**config.mk**
```make
export PLATFORM = sky130hd
export DESIGN_NAME = imem_loader_flat
export DESIGN_NICKNAME = d
export VERILOG_FILES = /design/src/rtl/imem_pkg.sv /design/src/rtl/imem_loader_if.sv /design/src/rtl/imem_byte_packer.sv /design/src/rtl/imem_loader.sv /design/src/flat_wrapper.sv
export SDC_FILE = /design/constraint.sdc
export NUM_CORES = 1
export LEC_CHECK = 0
export ABC_AREA = 1
export BUFFER_PORTS_ARGS = -buffer_cell sky130_fd_sc_hd__clkbuf_2
export CORE_MARGIN = 2
export CORE_UTILIZATION = 55
export DETAILED_ROUTE_END_ITERATION = 10
export GPL_TIMING_DRIVEN = 0
export PLACE_DENSITY_LB_ADDON = 0.1
export SLEW_MARGIN = 10
export SYNTH_ARGS = -nofsm -noshare
export SYNTH_HDL_FRONTEND = slang
export SYNTH_SLANG_ARGS = --single-unit
```
**constraint.sdc**
```tcl
create_clock -name clk -period 2.4 [get_ports clk]
set_input_delay 0 -clock clk [delete_from_list [all_inputs] [get_ports clk]]
set_output_delay 0 -clock clk [all_outputs]
set_load 0.05 [all_outputs]
```
**src/rtl/imem_pkg.sv**
```systemverilog
//============================================================================
// Module      : imem_pkg
// Description : Shared types and constants for the instruction-memory loader.
//               The S_CHECK state exists only when IMEM_LOADER_CHECKSUM_EN
//               is defined.
// Revision    : 1.0 - initial release
//============================================================================
`default_nettype none

package imem_pkg;

  localparam int MAX_WORDS_DEF = 1024;  // instruction memory depth in words
  localparam int BYTE_W        = 8;
  localparam int WORD_W        = 32;
  localparam int CNT_W         = 11;    // width of word_count / words_written

  typedef enum logic [2:0] {
    S_IDLE  = 3'd0,
    S_RECV  = 3'd1,
    S_WRITE = 3'd2,
`ifdef IMEM_LOADER_CHECKSUM_EN
    S_CHECK = 3'd3,
`endif
    S_DONE  = 3'd4
  } state_t;

endpackage

`default_nettype wire

```
**src/rtl/imem_loader_if.sv**
```systemverilog
//============================================================================
// Module      : imem_loader_if
// Description : Control, byte-stream and memory-write bundle of the loader.
//               slave = loader side, master = host / memory side.
// Revision    : 1.0 - initial release
//============================================================================
`default_nettype none

interface imem_loader_if #(
  parameter int ADDR_W = 32
) ();
  import imem_pkg::*;

  logic              start;
  logic [ADDR_W-1:0] base_addr;
  logic [CNT_W-1:0]  word_count;
  logic              in_valid;
  logic [BYTE_W-1:0] in_data;
  logic              in_ready;
  logic              mem_we;
  logic [ADDR_W-1:0] mem_addr;
  logic [WORD_W-1:0] mem_wdata;
  logic              busy;
  logic              done;
  logic              error;
  logic [CNT_W-1:0]  words_written;

  modport slave (
    input  start, base_addr, word_count, in_valid, in_data,
    output in_ready, mem_we, mem_addr, mem_wdata, busy, done, error, words_written
  );

  modport master (
    output start, base_addr, word_count, in_valid, in_data,
    input  in_ready, mem_we, mem_addr, mem_wdata, busy, done, error, words_written
  );

endinterface

`default_nettype wire

```
**src/rtl/imem_byte_packer.sv**
```systemverilog
//============================================================================
// Module      : imem_byte_packer
// Description : 4-byte big-endian shift assembler. Holds the first three
//               bytes of a word; word_ready flags the 4th byte, at which
//               point word presents the full packed word.
// Revision    : 1.0 - initial release
//============================================================================
`default_nettype none

module imem_byte_packer
  import imem_pkg::*;
(
  input  logic              clk,
  input  logic              reset,
  input  logic              clear,
  input  logic              byte_valid,
  input  logic [BYTE_W-1:0] byte_data,
  output logic [WORD_W-1:0] word,
  output logic              word_ready
);

  logic [1:0]               count;
  logic [WORD_W-BYTE_W-1:0] hold;

  // Shift in accepted bytes; clear drops any partial word
  always_ff @(posedge clk) begin
    if (reset || clear) begin
      count <= 2'd0;
      hold  <= '0;
    end else if (byte_valid) begin
      count <= count + 2'd1;
      hold  <= {hold[WORD_W-2*BYTE_W-1:0], byte_data};
    end
  end

  // First byte ends up in the top byte lane
  assign word       = {hold, byte_data};
  assign word_ready = byte_valid && (count == 2'd3);

endmodule

`default_nettype wire

```
**src/rtl/imem_loader.sv**
```systemverilog
//============================================================================
// Module      : imem_loader
// Description : Receives a byte stream and writes it as big-endian 32-bit
//               words into instruction memory starting at base_addr.
//               Optional trailing checksum byte: IMEM_LOADER_CHECKSUM_EN.
// Revision    : 1.0 - initial release
//============================================================================
`default_nettype none

module imem_loader
  import imem_pkg::*;
#(
  parameter int ADDR_W    = 32,
  parameter int MAX_WORDS = MAX_WORDS_DEF
) (
  input  logic         clk,
  input  logic         reset,
  imem_loader_if.slave bus
);

  localparam logic [CNT_W-1:0] MAX_CNT = CNT_W'(MAX_WORDS);

  state_t            state, state_nxt;
  logic              in_ready_c, busy_c, done_c, mem_we_c;
  logic              accept_start, bad_count, byte_fire;
  logic [ADDR_W-1:0] base_r;
  logic [CNT_W-1:0]  count_r;
  logic [CNT_W-1:0]  written_r;
  logic [ADDR_W-1:0] mem_addr_r;
  logic [WORD_W-1:0] mem_wdata_r;
  logic              error_r;
  logic [WORD_W-1:0] packed_word;
  logic              word_ready;
  logic              last_word;
`ifdef IMEM_LOADER_CHECKSUM_EN
  logic [BYTE_W-1:0] sum_r;
`endif

  assign accept_start = bus.start && (state == S_IDLE);
  assign bad_count    = (bus.word_count == '0) || (bus.word_count > MAX_CNT);
  assign byte_fire    = bus.in_valid && in_ready_c;
  assign last_word    = (written_r + CNT_W'(1)) == count_r;

  imem_byte_packer u_packer (
    .clk        (clk),
    .reset      (reset),
    .clear      (accept_start),
    .byte_valid (byte_fire && (state == S_RECV)),
    .byte_data  (bus.in_data),
    .word       (packed_word),
    .word_ready (word_ready)
  );

  // State register
  always_ff @(posedge clk) begin
    if (reset) state <= S_IDLE;
    else       state <= state_nxt;
  end

  // Next-state and state-decoded outputs
  always_comb begin
    state_nxt  = state;
    in_ready_c = 1'b0;
    busy_c     = 1'b1;
    done_c     = 1'b0;
    mem_we_c   = 1'b0;
    case (state)
      S_IDLE: begin
        busy_c = 1'b0;
        if (bus.start) state_nxt = bad_count ? S_DONE : S_RECV;
      end
      S_RECV: begin
        in_ready_c = 1'b1;
        if (word_ready) state_nxt = S_WRITE;
      end
      S_WRITE: begin
        mem_we_c = 1'b1;
`ifdef IMEM_LOADER_CHECKSUM_EN
        if (last_word) state_nxt = S_CHECK;
`else
        if (last_word) state_nxt = S_DONE;
`endif
        else           state_nxt = S_RECV;
      end
`ifdef IMEM_LOADER_CHECKSUM_EN
      S_CHECK: begin
        in_ready_c = 1'b1;
        if (bus.in_valid) state_nxt = S_DONE;
      end
`endif
      S_DONE: begin
        done_c    = 1'b1;
        state_nxt = S_IDLE;
      end
      default: state_nxt = S_IDLE;
    endcase
  end

  // Load parameters, write port registers, progress count and error flag
  always_ff @(posedge clk) begin
    if (reset) begin
      base_r      <= '0;
      count_r     <= '0;
      written_r   <= '0;
      mem_addr_r  <= '0;
      mem_wdata_r <= '0;
      error_r     <= 1'b0;
`ifdef IMEM_LOADER_CHECKSUM_EN
      sum_r       <= '0;
`endif
    end else begin
      if (accept_start) begin
        base_r    <= bus.base_addr;
        count_r   <= bus.word_count;
        written_r <= '0;
        error_r   <= bad_count;
`ifdef IMEM_LOADER_CHECKSUM_EN
        sum_r     <= '0;
`endif
      end
      // Address/data are captured on the 4th byte and held until the next word
      if ((state == S_RECV) && word_ready) begin
        mem_addr_r  <= base_r + ADDR_W'({written_r, 2'b00});
        mem_wdata_r <= packed_word;
      end
      if (state == S_WRITE) written_r <= written_r + CNT_W'(1);
`ifdef IMEM_LOADER_CHECKSUM_EN
      if ((state == S_RECV) && byte_fire) sum_r <= sum_r + bus.in_data;
      if ((state == S_CHECK) && byte_fire && ((sum_r + bus.in_data) != '0))
        error_r <= 1'b1;
`endif
    end
  end

  assign bus.in_ready      = in_ready_c;
  assign bus.busy          = busy_c;
  assign bus.done          = done_c;
  assign bus.mem_we        = mem_we_c;
  assign bus.mem_addr      = mem_addr_r;
  assign bus.mem_wdata     = mem_wdata_r;
  assign bus.error         = error_r;
  assign bus.words_written = written_r;

endmodule

`default_nettype wire
```
**src/flat_wrapper.sv**
```systemverilog
// flat-port wrapper written by rule: the top's interface ports become plain ports
module imem_loader_flat import imem_pkg::*;
#(
  parameter int ADDR_W    = 32,
  parameter int MAX_WORDS = MAX_WORDS_DEF
)
  (clk, reset, bus_start, bus_base_addr, bus_word_count, bus_in_valid, bus_in_data, bus_in_ready, bus_mem_we, bus_mem_addr, bus_mem_wdata, bus_busy, bus_done, bus_error, bus_words_written);
  imem_loader_if #(.ADDR_W(ADDR_W)) bus_i ();
  input  logic clk;
  input  logic reset;
  input wire logic [$bits(bus_i.start)-1:0] bus_start;
  input wire logic [$bits(bus_i.base_addr)-1:0] bus_base_addr;
  input wire logic [$bits(bus_i.word_count)-1:0] bus_word_count;
  input wire logic [$bits(bus_i.in_valid)-1:0] bus_in_valid;
  input wire logic [$bits(bus_i.in_data)-1:0] bus_in_data;
  output wire logic [$bits(bus_i.in_ready)-1:0] bus_in_ready;
  output wire logic [$bits(bus_i.mem_we)-1:0] bus_mem_we;
  output wire logic [$bits(bus_i.mem_addr)-1:0] bus_mem_addr;
  output wire logic [$bits(bus_i.mem_wdata)-1:0] bus_mem_wdata;
  output wire logic [$bits(bus_i.busy)-1:0] bus_busy;
  output wire logic [$bits(bus_i.done)-1:0] bus_done;
  output wire logic [$bits(bus_i.error)-1:0] bus_error;
  output wire logic [$bits(bus_i.words_written)-1:0] bus_words_written;
  assign bus_i.start = bus_start;
  assign bus_i.base_addr = bus_base_addr;
  assign bus_i.word_count = bus_word_count;
  assign bus_i.in_valid = bus_in_valid;
  assign bus_i.in_data = bus_in_data;
  assign bus_in_ready = bus_i.in_ready;
  assign bus_mem_we = bus_i.mem_we;
  assign bus_mem_addr = bus_i.mem_addr;
  assign bus_mem_wdata = bus_i.mem_wdata;
  assign bus_busy = bus_i.busy;
  assign bus_done = bus_i.done;
  assign bus_error = bus_i.error;
  assign bus_words_written = bus_i.words_written;
  imem_loader #(.ADDR_W(ADDR_W), .MAX_WORDS(MAX_WORDS)) u_core (.clk(clk), .reset(reset), .bus(bus_i));
endmodule
```
==> flow_metrics.tcl <==
set metrics [dict create \
    netlist.top_cell.by_area "dfxtp_1" \
    multi_input_comb_area_um2 3290 \
    place_worst_setup_slack_ns -0.0731 \
    number_of_synthesized_register_bits 148 \
    tritoncts "yes" \
    clockPowerShare_pct 44.1 \
    rows 40 \
    skew_ns 0.00665 \
    timing.hold.worst.class "in -> reg" \
    synthArstFlopShare_pct 0 \
    max-clock-path-buffers 2 \
    cts_buffers 17 \
    leakagePower_nw 4.08 \
    core_area_um2 12100 \
    slew_viol_final 0 \
    postLayoutSetupSlackWorst_ns 0.130 \
    worst_slew_pin_slew_ns 0.622 \
    power.ir.vdd_worst_v 0.000546 \
    fin_crit_sh_pct 94.6 \
    antenna_violations_before_repair 0 \
    yosysSeqAreaShare_pct 43.3 \
    total_routed_length_um 20900 \
    synth-warning-count 0 \
    floorplan.initialDensity_pct 56.8 \
    setup_viol_count_final 0 \
    grt_pass1_vias 6741 \
    dieArea_um2 13400 \
    cap_viol_max_count 0 \
    comb_power_share_pct 12.8 \
    synthCells 952 \
    antenna_cells_inserted 0 \
    post_dp_cell_area_um2 7730 \
    io_port_bufs 133 \
    fp.dieH_um 116 \
    setup-tns-final_ns 0 \
    design_area_um2 8930 \
    post_drt_wl_per_cell_um 15.6 \
    drc_errors 0 \
    die_w_um 116 \
    max_slew_margin_pct 58.5 \
    final.min_clock_period_ns 2.27 \
    crit_arrival_ns 2.59 \
    grt_start_max_net_pins 17 \
    power.density_nw_per_um2 691 \
    yosysMostFrequentCell "nand2_1" \
    root_buffer_selected_by_cts "clkbuf_16" \
    power.internal_mw 4.54 \
    total_power_mw 6.17 \
    yosys_most_used_dff "dfxtp_1" \
    run_status "finished, final reports clean" \
    post_route_cells_drive_above_1_share_pct 18.2 \
    syn-mean-instance-area_um2 7.20 \
    fill_cells 985 \
    cp-startpoint "u_core.bus.words_written[0]" \
    register_share_of_total_power_pct 43.1 \
    synth_edf_count 0 \
    synthTopCellsByCount "176 x nand2_1, 148 x dfxtp_1, 107 x a21oi_1, 107 x inv_1, 100 x o21ai_0" \
    critical_path.startpoint_type "flop" \
    ys_top_cells_by_area "dfxtp_1 43%, nand2_1 9.6%, a21oi_1 7.8%, o21ai_0 7.3%, inv_1 5.9%" \
    tritoncts_num_sinks 148 \
    area_delta_synth_final_pct 30.4 \
    worstReg2RegStart "u_core.bus.words_written[0]" \
    postRouteAntennaNets 0 \
    switchingPower_mw 1.63 \
    path_clk_slew_ns 0.06 \
    pin_count 135 \
    grt.total_usage_pct 31.8 \
    seq_area_um2 2970 \
    synth.top_cell.area_share_pct 43.3 \
    critical_path_class "reg -> reg" \
    h_tree_lvl_count 4 \
    launch_point_of_the_worst_hold_path "bus_in_valid" \
    grt_first_pass_wirelength_um 32800 \
    worstSkewPairLatency_ns 0.42 \
    finalNetCount 1229 \
    rsz0062_at_grt "true" \
    grt_ovf 0 \
    post_synth_instance_area_um2 6850 \
    syn-num-nets 1021 \
    cp-end-kind "flop" \
    critical_path_required_ns 2.72 \
    worst-path-max-fanout 9 \
    post-dp-hpwl_um 14300 \
    synthDistinctLibCells 40 \
    max_clock_freq_mhz 441 \
    gpl.final_weighted_congestion 0.937 \
    overall_via_count_from_detail_route 7195 \
    dr.pass1.iters 5 \
    number_of_vias_per_cell 5.37 \
    initialDrtViolationCount 535 \
    sw_frac_of_total_pct 26.5 \
    hold_viol 0 \
]
[path summary, 6_finish.rpt]
check                                           endpoint  slack (ns)  cells after the start
worst max-delay path             u_core.bus.mem_addr[24]        0.13                     12
worst min-delay path            u_core.u_packer.count[0]        0.04                      4
worst max register to register   u_core.bus.mem_addr[24]        0.13                     12
worst min register to register         u_core.count_r[0]        0.45                      2
[power groups by stage]
stage / combinational, mW / sequential (mW) / clock (mW)
after global placement: 0.675 / 2.71 / 0
after CTS: 0.766 / 2.66 / 2.74
after detailed placement: 0.681 / 2.71 / 0
after floorplan: 0.462 / 2.70 / 0
final: 0.789 / 2.66 / 2.72
after global routing: 0.867 / 2.67 / 2.85
[flip-flops by register name, summed over array words and instances, names as in the netlist]
signal and count:
u_core.count_r 11, u_core.bus.error 1, u_core.u_packer.count 2, u_core.state 3, u_core.u_packer.hold 24, u_core.bus.mem_addr 32, u_core.bus.mem_wdata 32, u_core.base_r 32
u_core.bus.words_written 11
[cell families after synthesis]
logic type      share of synthesized area [%]
compound gates                           19.5
xor+xnor                                 2.05
fa+ha+maj                                2.67
buf+inv                                  9.17
flops                                    43.3
simple gates                             23.4
[layout by cell type (no fill, tap or decap), types with 2 or more instances in the layout]
cell and count:
nand2_1 176, dfxtp_1 145, clkbuf_2 133, inv_1 106
a21oi_1 105, o21ai_0 99, nor2_1 83, nand3_1 71
dlygate4sd3_1 56, clkbuf_1 23, clkbuf_16 17, nor3_1 14
o21a_1 14, buf_2 13, ha_1 13, o21bai_1 12
xor2_1 10, nand4_1 10, xnor2_1 6, clkinv_2 6
buf_4 5, inv_2 4, nor2_2 4, nand2_2 3
o21ai_1 3, or2_2 3, a211oi_1 3, a21oi_2 3
bufinv_16 3, clkinv_4 3, buf_6 2, o21ai_2 2
nand3b_1 2, a31oi_1 2, clkbuf_8 2, dfxtp_2 2
[cell type report]
cell class	count	area share [%]
plain buffers	43	2.37
clock buffers	19	5.07
clock inverters	13	1.74
inverters	111	4.67
multi-input cells	650	36.8
flip-flops and latches	148	33.2
well taps	168	2.35
repair buffers	189	13.7
[critical path: stages, from the launching register on]
cell,delay (ns)
dfxtp_4,0.40
ha_1,0.20
inv_1,0.07
fa_2,0.38
o21ai_4,0.22
a21oi_2,0.12
or2_2,0.28
o21ai_0,0.14
inv_1,0.09
nand2_1,0.07
nand3_1,0.09
nand2_1,0.08
inv_1,0.03
[per-layer routing]
layer	global-route usage, %	up-vias	part of all wire (%)
met1	40.0	3335	43
li1	-	3555	-
met5	0	-	0
met3	7.69	39	7.2
met4	10.7	0	2.1
met2	53.6	266	48
[repair_timing]
| action | in CTS | in global routing |
|---|---|---|
| resized for setup | 2 | 9 |
| endpoints found under the setup margin | 3 | 15 |
| setup buffers | 0 | 0 |
| endpoints found under the hold margin | 62 | 0 |
| hold buffers | 56 | 0 |
| pin swaps | 0 | 0 |
[metrics by stage]
stage | cells | util (%) | hold WS, ns
finish | 1341 | 74.0 | 0.0425
global route | 1341 | 74.0 | 0.0553
CTS | 1341 | 73.8 | 0.0241
detailed placement | 1253 | 64.1 | 0.257
global placement | 1253 | 64.1 | 0.250
floorplan | 952 | - | 0.135
No activity file was read; power rests on OpenSTA's default activity.
